## src/rtl/mem_bist_pkg.sv

```systemverilog
// Shared definitions for the on-chip RAM fill/verify engine.
// Holds the default geometry of the 1024x32 RAM, the saturation ceiling
// of the mismatch counter, and the controller state encoding.
package mem_bist_pkg;

  localparam int DEF_ADDR_W = 10;
  localparam int DEF_DATA_W = 32;

  // Mismatch counter never exceeds this value (one per RAM word).
  localparam int ERR_SAT    = 1024;

  typedef enum logic [2:0] {
    IDLE,
    FILL,
    VERIFY,
    DRAIN,
    DONE
  } state_t;

endpackage

```

## src/rtl/mem_bist_if.sv

```systemverilog
// RAM-side bus of the fill/verify engine (second port of the Nios II
// on-chip RAM).
//   master : engine side  - drives address/byteenable/chipselect/write/
//            writedata/clken, receives readdata.
//   slave  : RAM side     - the mirror image.
// readdata is valid the cycle after the address is presented.
interface mem_bist_if
  import mem_bist_pkg::*;
#(
  parameter int ADDR_W = DEF_ADDR_W,
  parameter int DATA_W = DEF_DATA_W
);

  logic [ADDR_W-1:0] address;
  logic [3:0]        byteenable;
  logic              chipselect;
  logic              write;
  logic [DATA_W-1:0] writedata;
  logic              clken;
  logic [DATA_W-1:0] readdata;

  modport master (
    output address, byteenable, chipselect, write, writedata, clken,
    input  readdata
  );

  modport slave (
    input  address, byteenable, chipselect, write, writedata, clken,
    output readdata
  );

endinterface

```

## src/rtl/mem_bist_checker.sv

```systemverilog
// Registered compare stage of the verify path.
// Ports:
//   clk, reset         clock, synchronous active-high reset
//   i_clear            clears the error fields (new command accepted)
//   i_vld              a read result is present on i_rdata this cycle
//   i_addr, i_exp      address and expected pattern of that read
//   i_rdata            RAM read data
//   o_err_count        mismatch count, saturating
//   o_first_err_addr   address of the first mismatch since the last clear
module mem_bist_checker
  import mem_bist_pkg::*;
#(
  parameter int ADDR_W = DEF_ADDR_W,
  parameter int DATA_W = DEF_DATA_W
) (
  input  logic              clk,
  input  logic              reset,
  input  logic              i_clear,
  input  logic              i_vld,
  input  logic [ADDR_W-1:0] i_addr,
  input  logic [DATA_W-1:0] i_exp,
  input  logic [DATA_W-1:0] i_rdata,
  output logic [ADDR_W:0]   o_err_count,
  output logic [ADDR_W-1:0] o_first_err_addr
);

  localparam logic [ADDR_W:0] SAT = (ADDR_W+1)'(ERR_SAT);

  function automatic logic [ADDR_W:0] sat_inc(input logic [ADDR_W:0] v);
    return (v >= SAT) ? SAT : v + (ADDR_W+1)'(1);
  endfunction

  logic [ADDR_W:0]   r_err_count;
  logic [ADDR_W-1:0] r_first_err_addr;
  logic              w_miss;

  assign w_miss = i_vld && (i_rdata != i_exp);

  // ---- stage p2: compare result registered into the error fields ----
  always_ff @(posedge clk) begin
    if (reset || i_clear) begin
      r_err_count      <= '0;
      r_first_err_addr <= '0;
    end else if (w_miss) begin
      r_err_count <= sat_inc(r_err_count);
      if (r_err_count == '0) r_first_err_addr <= i_addr;
    end
  end

  assign o_err_count      = r_err_count;
  assign o_first_err_addr = r_first_err_addr;

endmodule

```

## src/rtl/onchip_mem_bist.sv

```systemverilog
// Fill/verify engine for the 1024x32 on-chip RAM.
// On start it either writes seed+i to word (base_addr+i) for i=0..len-1,
// or reads the same window back and counts mismatches against that pattern.
// Ports:
//   clk, reset                  clock, synchronous active-high reset
//   start, mode                 command strobe (IDLE only), 0=fill 1=verify
//   base_addr, len, seed        command operands, sampled with start
//   busy, done                  activity flag, one-cycle completion pulse
//   err_count, first_err_addr   verify results, held until the next start
//   ram                         RAM bus (master side)
module onchip_mem_bist
  import mem_bist_pkg::*;
#(
  parameter int ADDR_W = DEF_ADDR_W,
  parameter int DATA_W = DEF_DATA_W
) (
  input  logic              clk,
  input  logic              reset,
  input  logic              start,
  input  logic              mode,
  input  logic [ADDR_W-1:0] base_addr,
  input  logic [ADDR_W:0]   len,
  input  logic [DATA_W-1:0] seed,
  output logic              busy,
  output logic              done,
  output logic [ADDR_W:0]   err_count,
  output logic [ADDR_W-1:0] first_err_addr,
  mem_bist_if.master        ram
);

  state_t            r_state;
  logic [ADDR_W:0]   r_len;
  logic [ADDR_W:0]   r_idx;     // index of the next word to present
  logic              r_busy;
  logic              r_done;
  logic              r_cs;
  logic              r_we;
  logic [ADDR_W-1:0] r_addr;    // doubles as the address generator
  logic [DATA_W-1:0] r_wdata;   // doubles as the pattern generator

  logic              r_vld_p1;
  logic [ADDR_W-1:0] r_addr_p1;
  logic [DATA_W-1:0] r_exp_p1;

  logic              w_clear;

  assign w_clear = (r_state == IDLE) && start;

  // ---- stage p0: command FSM, address and pattern generation ----
  always_ff @(posedge clk) begin
    if (reset) begin
      r_state <= IDLE;
      r_len   <= '0;
      r_idx   <= '0;
      r_busy  <= 1'b0;
      r_done  <= 1'b0;
      r_cs    <= 1'b0;
      r_we    <= 1'b0;
      r_addr  <= '0;
      r_wdata <= '0;
    end else begin
      r_done <= 1'b0;
      unique case (r_state)
        IDLE: begin
          if (start) begin
            r_len   <= len;
            r_addr  <= base_addr;
            r_wdata <= seed;
            r_idx   <= (ADDR_W+1)'(1);
            if (len == '0) begin
              r_state <= DONE;
              r_done  <= 1'b1;
            end else begin
              r_state <= mode ? VERIFY : FILL;
              r_busy  <= 1'b1;
              r_cs    <= 1'b1;
              r_we    <= ~mode;
            end
          end
        end
        FILL, VERIFY: begin
          // r_idx == r_len means the word now on the bus is the last one.
          if (r_idx == r_len) begin
            r_cs <= 1'b0;
            r_we <= 1'b0;
            if (r_state == FILL) begin
              r_state <= DONE;
              r_busy  <= 1'b0;
              r_done  <= 1'b1;
            end else begin
              r_state <= DRAIN;
            end
          end else begin
            r_addr  <= r_addr + ADDR_W'(1);
            r_wdata <= r_wdata + DATA_W'(1);
            r_idx   <= r_idx + (ADDR_W+1)'(1);
          end
        end
        DRAIN: begin
          r_state <= DONE;
          r_busy  <= 1'b0;
          r_done  <= 1'b1;
        end
        DONE:    r_state <= IDLE;
        default: r_state <= IDLE;
      endcase
    end
  end

  // ---- stage p1: align address/pattern with the RAM's 1-cycle read ----
  always_ff @(posedge clk) begin
    if (reset) r_vld_p1 <= 1'b0;
    else       r_vld_p1 <= r_cs & ~r_we;
  end

  always_ff @(posedge clk) begin
    r_addr_p1 <= r_addr;
    r_exp_p1  <= r_wdata;
  end

  mem_bist_checker #(
    .ADDR_W (ADDR_W),
    .DATA_W (DATA_W)
  ) u_checker (
    .clk              (clk),
    .reset            (reset),
    .i_clear          (w_clear),
    .i_vld            (r_vld_p1),
    .i_addr           (r_addr_p1),
    .i_exp            (r_exp_p1),
    .i_rdata          (ram.readdata),
    .o_err_count      (err_count),
    .o_first_err_addr (first_err_addr)
  );

  assign busy           = r_busy;
  assign done           = r_done;
  assign ram.address    = r_addr;
  assign ram.byteenable = 4'hF;
  assign ram.chipselect = r_cs;
  assign ram.write      = r_we;
  assign ram.writedata  = r_wdata;
  assign ram.clken      = 1'b1;

endmodule

```

## src/flat_wrapper.sv

```systemverilog
// flat-port wrapper written by rule: the top's interface ports become plain ports
module onchip_mem_bist_flat import mem_bist_pkg::*;
#(
  parameter int ADDR_W = DEF_ADDR_W,
  parameter int DATA_W = DEF_DATA_W
)
  (clk, reset, start, mode, base_addr, len, seed, busy, done, err_count, first_err_addr, ram_address, ram_byteenable, ram_chipselect, ram_write, ram_writedata, ram_clken, ram_readdata);
  mem_bist_if #(.ADDR_W(ADDR_W), .DATA_W(DATA_W)) ram_i ();
  input  logic clk;
  input  logic reset;
  input  logic start;
  input  logic mode;
  input  logic [ADDR_W-1:0] base_addr;
  input  logic [ADDR_W:0] len;
  input  logic [DATA_W-1:0] seed;
  output logic busy;
  output logic done;
  output logic [ADDR_W:0] err_count;
  output logic [ADDR_W-1:0] first_err_addr;
  output wire logic [$bits(ram_i.address)-1:0] ram_address;
  output wire logic [$bits(ram_i.byteenable)-1:0] ram_byteenable;
  output wire logic [$bits(ram_i.chipselect)-1:0] ram_chipselect;
  output wire logic [$bits(ram_i.write)-1:0] ram_write;
  output wire logic [$bits(ram_i.writedata)-1:0] ram_writedata;
  output wire logic [$bits(ram_i.clken)-1:0] ram_clken;
  input wire logic [$bits(ram_i.readdata)-1:0] ram_readdata;
  assign ram_address = ram_i.address;
  assign ram_byteenable = ram_i.byteenable;
  assign ram_chipselect = ram_i.chipselect;
  assign ram_write = ram_i.write;
  assign ram_writedata = ram_i.writedata;
  assign ram_clken = ram_i.clken;
  assign ram_i.readdata = ram_readdata;
  onchip_mem_bist #(.ADDR_W(ADDR_W), .DATA_W(DATA_W)) u_core (.clk(clk), .reset(reset), .start(start), .mode(mode), .base_addr(base_addr), .len(len), .seed(seed), .busy(busy), .done(done), .err_count(err_count), .first_err_addr(first_err_addr), .ram(ram_i));
endmodule
```

## config.mk

```make
export PLATFORM = sky130hd
export DESIGN_NAME = onchip_mem_bist_flat
export DESIGN_NICKNAME = d
export VERILOG_FILES = /design/src/rtl/mem_bist_pkg.sv /design/src/rtl/mem_bist_if.sv /design/src/rtl/mem_bist_checker.sv /design/src/rtl/onchip_mem_bist.sv /design/src/flat_wrapper.sv
export SDC_FILE = /design/constraint.sdc
export NUM_CORES = 1
export LEC_CHECK = 0
export BUFFER_PORTS_ARGS = -buffer_cell sky130_fd_sc_hd__buf_2
export CAP_MARGIN = 20
export CORE_AREA = 3 3 113 115
export DETAILED_ROUTE_END_ITERATION = 12
export DIE_AREA = 0 0 116 118
export PLACE_DENSITY = 0.79
export SLEW_MARGIN = 25
export SYNTH_ARGS = -nofsm -noshare
export SYNTH_HDL_FRONTEND = slang
export SYNTH_SLANG_ARGS = --single-unit
```

## constraint.sdc

```tcl
create_clock -name clk -period 3.1 [get_ports clk]
set_input_delay 0.31 -clock clk [delete_from_list [all_inputs] [get_ports clk]]
set_output_delay 0.31 -clock clk [all_outputs]
set_load 0.02 [all_outputs]
```

---- Yosys cells after proc, flatten, opt, wreduce, memory -nomap -nowiden ----
Index checks and enable logic that the tools add are counted.
word-level totals
  flip-flop bits (word level) ............. 135
  output and inout port bits .............. 72
operators by class
  add/subtract/negate cells ............... 4
  $lt $le $gt $ge ......................... 1
  equal/unequal tests ..................... 10
  mux-type cells .......................... 31
  bitwise operators ....................... 3
  reduce and logical (&&, ||, !) cells .... 15
operator list
  kind                                                        count
  2-to-1 mux 32 bit                                           2
  one-hot mux 32 bit (2 select lines)                         1
  2-to-1 mux 11 bit                                           3
  adder 32 x 1 -> 32 bit (second input constant)              1
  inequality test 32 bit                                      1
  adder 11 x 1 -> 11 bit (second input constant)              2
  logical NOT 11 bit                                          2
  one-hot mux 11 bit (2 select lines)                         1
  2-to-1 mux 10 bit                                           2
  one-hot mux 10 bit (2 select lines)                         1
  2-to-1 mux 3 bit                                            4
  equality test 11 bit                                        1
  greater-or-equal comparator 11 bit (second input constant)  1
  2-to-1 mux 1 bit                                            11
  adder 10 x 1 -> 10 bit (second input constant)              1
  one-hot mux 3 bit (3 select lines)                          1
  equality test 3 x 2 -> 1 bit (second input constant)        2
  inequality test 2 bit (second input constant)               3
  one-hot mux 1 bit (3 select lines)                          2
  AND reduction 2 bit                                         3
  AND reduction 5 bit                                         1
  inequality test 2 x 1 -> 1 bit (second input constant)      2
  one-hot mux 1 bit (2 select lines)                          2
  AND reduction 4 bit                                         1
  11 further kinds                                            13

---- Logic depth before layout (Yosys ltp) ----
  depth in word-level cells ............... 4
  gate-level depth with buffers ........... 10

---- Modules after synthesis ----
Synthesis repeated with hierarchy kept, for this count alone.
unflattened totals
  cells, all modules ...................... 773
  area, all modules ....................... 6759.0 um^2
modules (own cells, without submodules)
  module            instances  cells an instance  area an instance (um^2)  seq. area each (um^2)
  onchip_mem_bist   1          620                5400.2                   2282.2
  mem_bist_checker  1          153                1358.8                   420.4

---- Worst setup path after synthesis ----
No wires, ideal clock.
  path kind ............................... register to register
  start ................................... register u_core.r_wdata[0], in the netlist u_core.ram.writedata[0]
  end ..................................... register u_core.r_wdata[30], in the netlist u_core.ram.writedata[30]
  library setup time ...................... 0.128 ns
  data arrival time ....................... 2.518 ns
  data required time ...................... 2.972 ns
  setup slack ............................. 0.455 ns
  stages on the path, launching flop included .. 9
  buffers on the path ..................... 1
  clock period less this slack ............ 2.645 ns
  cell sequence ........................... dfxtp_1 -> ha_1 -> nand3_1 -> or4_1 -> buf_2 -> or4_4 -> or4_1 -> a32oi_1 -> nor2_1
between the ends
  longest elaborated chain between the ends .. 3
RTL lines
  element                              line                   text
  start, declared                      onchip_mem_bist.sv:39  logic [DATA_W-1:0] r_wdata;
  start signal, assigned               onchip_mem_bist.sv:95  r_wdata <= r_wdata + DATA_W'(1);
  adder 32 x 1 -> 32 bit               onchip_mem_bist.sv:95
  2-to-1 mux 32 bit                    onchip_mem_bist.sv:83  if (r_idx == r_len) begin
  one-hot mux 32 bit (2 select lines)  onchip_mem_bist.sv:63  unique case (r_state)
Every way passes these cells. The select of a mux whose other input is x is not followed.
A chain may end at the register's enable or synchronous reset.

---- Worst setup path in the final report ----
Ends and elaborated chain as after synthesis.

==> flow_summary_export.csv <==
group,metric,value,unit
placed_design,gp_congestion,0.914,
critical_path,path_buf_inv,0,
power,p_leak,3.26,nW
drt,vias_per_cell,5.95,
timing,fin_crit,2710,ps
timing,maxSlewViolCount,0,
die,die_y,118,um
power,seqPwrFrac,38.4,%
critical_path,cp.required,3410,ps
timing,setup_viol,0,
drt,initialDrtViolationCount,631,
timing,relSlewSlack,51.8,%
timing,fin_skew,7.28,ps
power,total_power,0.00594,W
drt,num_vias,6270,
clock_network,cts_num_sinks,135,
power,vdd_drop_max,0.394,mV
drt,ant_nets,0,
timing,fmax,369,MHz
global_routing,grt_usage,26.5,%
power,clkPwrFrac,37.8,%
synth,syn_area_per_cell,8.34,um^2
synth,yosys_warnings,0,
cells_and_area,drive_gt1_share,24.3,%
die,start_util,52.4,%
run_status,status,"complete, no violations",
timing,hold_ws,133,ps
cells_and_area,areaGrowthSynthToFinish,26.0,%
die,dieArea,13700,um^2
cells_and_area,num_antenna_cells,0,
drt,routed_wl,18.2,mm
die,die_w,116,um
placed_design,dp_slack,434,ps
clock_network,postCtsResizedCells,0,
power,intPower,0.00400,W
die,num_rows,40,
clock_network,cts_setup_buffers,0,
clock_network,clock-root-buffer,"clkbuf_16",
placed_design,placed_area,7190,um^2
synth,synthTopCellsByArea,"dfxtp_1, xor2_1, nand2_1",
synth,seq_area_frac_synth,43.3,%
synth,synth_cells,748,
global_routing,grt_pass1_vias,5802,
timing,final.period_utilization,87.5,%
critical_path,worstSetupEndpointType,"register",
critical_path,critPathTopFamily,"simple AND/OR/NAND/NOR gates",
timing,fin_setup_tns,0,ps
timing,worst_slew_pin_slew,716,ps
synth,ys_top_cells_by_count,"dfxtp_1, nand2_1, a21oi_1, nor2_1, xor2_1",
clock_network,cts_buffer_depth,2,
placed_design,io_buffers,155,
clock_network,tritoncts,"yes",
synth,synth_top_area_share,43.3,%
synth,synth_edf_count,0,
critical_path,critPathMaxFanout,7,
synth,synthMostInstantiatedCell,"dfxtp_1",
drt,wl_per_cell,17.3,um
clock_network,htree_levels,4,
critical_path,path_cells,"ha_1, nand3_1, or4_1, or4_4, or4_1, a32oi_1, nor2_1",
synth,ys_seq_elements,135,
critical_path,crit_top_cell,"or4_1",
clock_network,clock_latency,420,ps
min_path,hold_class,"in -> reg",
synth,async_reset_ff_share,0,%
clock_network,cts_buffers,17,
critical_path,slowest_stage,"or4_1",
synth,synth_cell_types,58,
run,maxCapViolations,0,
critical_path,crit_arrival,3020,ps
timing,finalHoldViolations,0,
synth,yosysTopAreaCell,"dfxtp_1",
drt,drc,0,
global_routing,antenna_found_initial,0,
clock_network,ctsHoldBuffers,0,
critical_path,slowest_delay,560,ps
power,swShare,32.7,%
synth,syn-cell-area,6240,um^2
clock_network,clk_pin_slew,60,ps
die,ios,161,
critical_path,path_class,"reg -> reg",
timing,fin_ws,387,ps
global_routing,overflow,0,
die,coreArea,11900,um^2
cells_and_area,final_net_count,988,
power,p_sw,0.00194,W
cells_and_area,final_area,7860,um^2
synth,synth_flop_cell,"dfxtp_1",
power,cellPowerDensity,756,nW/um^2
timing,rsz0062_at_grt,"no",
placed_design,dp_hpwl,12.8,mm
drt,dr.pass1.iters,5,
global_routing,grt_pass1_wl,29.0,mm
power,pwr-share-comb,23.8,%
global_routing,grt_max_degree,52,
critical_path,start_kind,"register",
sequential cells by signal (all words and copies together) (netlist names):
name / flops
u_core.r_idx: 11
u_core.ram.writedata: 32
u_core.r_len: 11
u_core.r_state: 3
u_core.r_exp_p1: 32
u_core.ram.chipselect: 1
u_core.u_checker.o_err_count: 11
u_core.ram.address: 10
u_core.done: 1
u_core.r_vld_p1: 1
u_core.u_checker.o_first_err_addr: 10
u_core.ram.write: 1
u_core.busy: 1
u_core.r_addr_p1: 10
worst register-to-register path: stages, from the launching register on:
cell and delay [ps]:
dfxtp_1 440, ha_1 230, nand3_1 160, or4_1 560
or4_4 550, or4_1 410, a32oi_1 200, nor2_1 50
power groups by stage:
stage	logic, W	registers (W)	clock network, W
finish	0.00141	0.00228	0.00224
CTS	0.00141	0.00227	0.00225
detailed placement	0.00139	0.00231	0
global placement	0.00138	0.00230	0
global route	0.00155	0.00232	0.00234
floorplan	0.000804	0.00236	0
cell usage in the layout, fill, tap and decap left out, drive strengths merged, types with 3 or more instances in the layout:
cell    count
nor3b       3
nand2b     15
a311oi      8
mux2i      15
clkinv      5
dfxtp     135
inv         7
and4        4
bufinv      5
or2         4
a21o        3
clkbuf     20
o31ai       7
conb        5
xor2       48
a31oi      14
o32ai      11
nand2      91
ha          5
buf       173
nand3b      5
a22oi       5
nor2       58
o21a        3
or3         9
or4         7
a211oi     12
nand4      17
nor3       32
nand3      30
a21oi      67
and3        5
o21ai      27
nor4       23
o22ai       3
kinds of logic (layout without fill, tap and decap cells):
group / count (synthesis) / in the layout / share of synthesized area (%)
buffers and inverters: 57 / 212 / 3.77
AOI/OAI and AO/OA: 179 / 179 / 18.2
muxes: 15 / 15 / 2.41
adders and majority gates: 5 / 5 / 1.00
DFF: 135 / 135 / 43.3
other: 1 / 5 / 0.0601
and+or+nand+nor: 306 / 306 / 24.2
xor gates and xnor gates: 50 / 50 / 7.02
metal layers:
metal / global-route usage (%) / routed length, um / up-vias / share of wire [%]
li1: - / - / 3019 / -
met3: 5.60 / 1510 / 49 / 8.3
met1: 34.9 / 7690 / 2883 / 42
met4: 11.6 / 535 / 0 / 2.9
met2: 41.7 / 8470 / 319 / 47
met5: 0 / 0 / - / 0
metrics by stage:
step,std cells,utilization [%]
after floorplan,752,-
after global placement,1022,60.4
after detailed placement,1022,60.4
after CTS,1054,65.9
after global routing,1054,66.0
final,1054,66.0
final timing paths:
kind                                         startpoint                       end  slack [ps]  cells past startpoint
worst max register to register  u_core.ram.writedata[0]  u_core.ram.writedata[30]         390                      7
worst min-delay path                             len[7]           u_core.r_len[7]         130                      3
worst min register to register    u_core.ram.address[9]       u_core.r_addr_p1[9]         390                      0
worst max-delay path            u_core.ram.writedata[0]  u_core.ram.writedata[30]         390                      7
cell type report:
class	instances	area, um^2
tap	147	184
clock inverter	12	198
sequential	135	2700
clock buffer	20	467
inverter	7	26.3
timing repair buffer	173	936
multi-input combinational	560	3350
fill	1006	4050
Power figures use the tool's default switching activity.
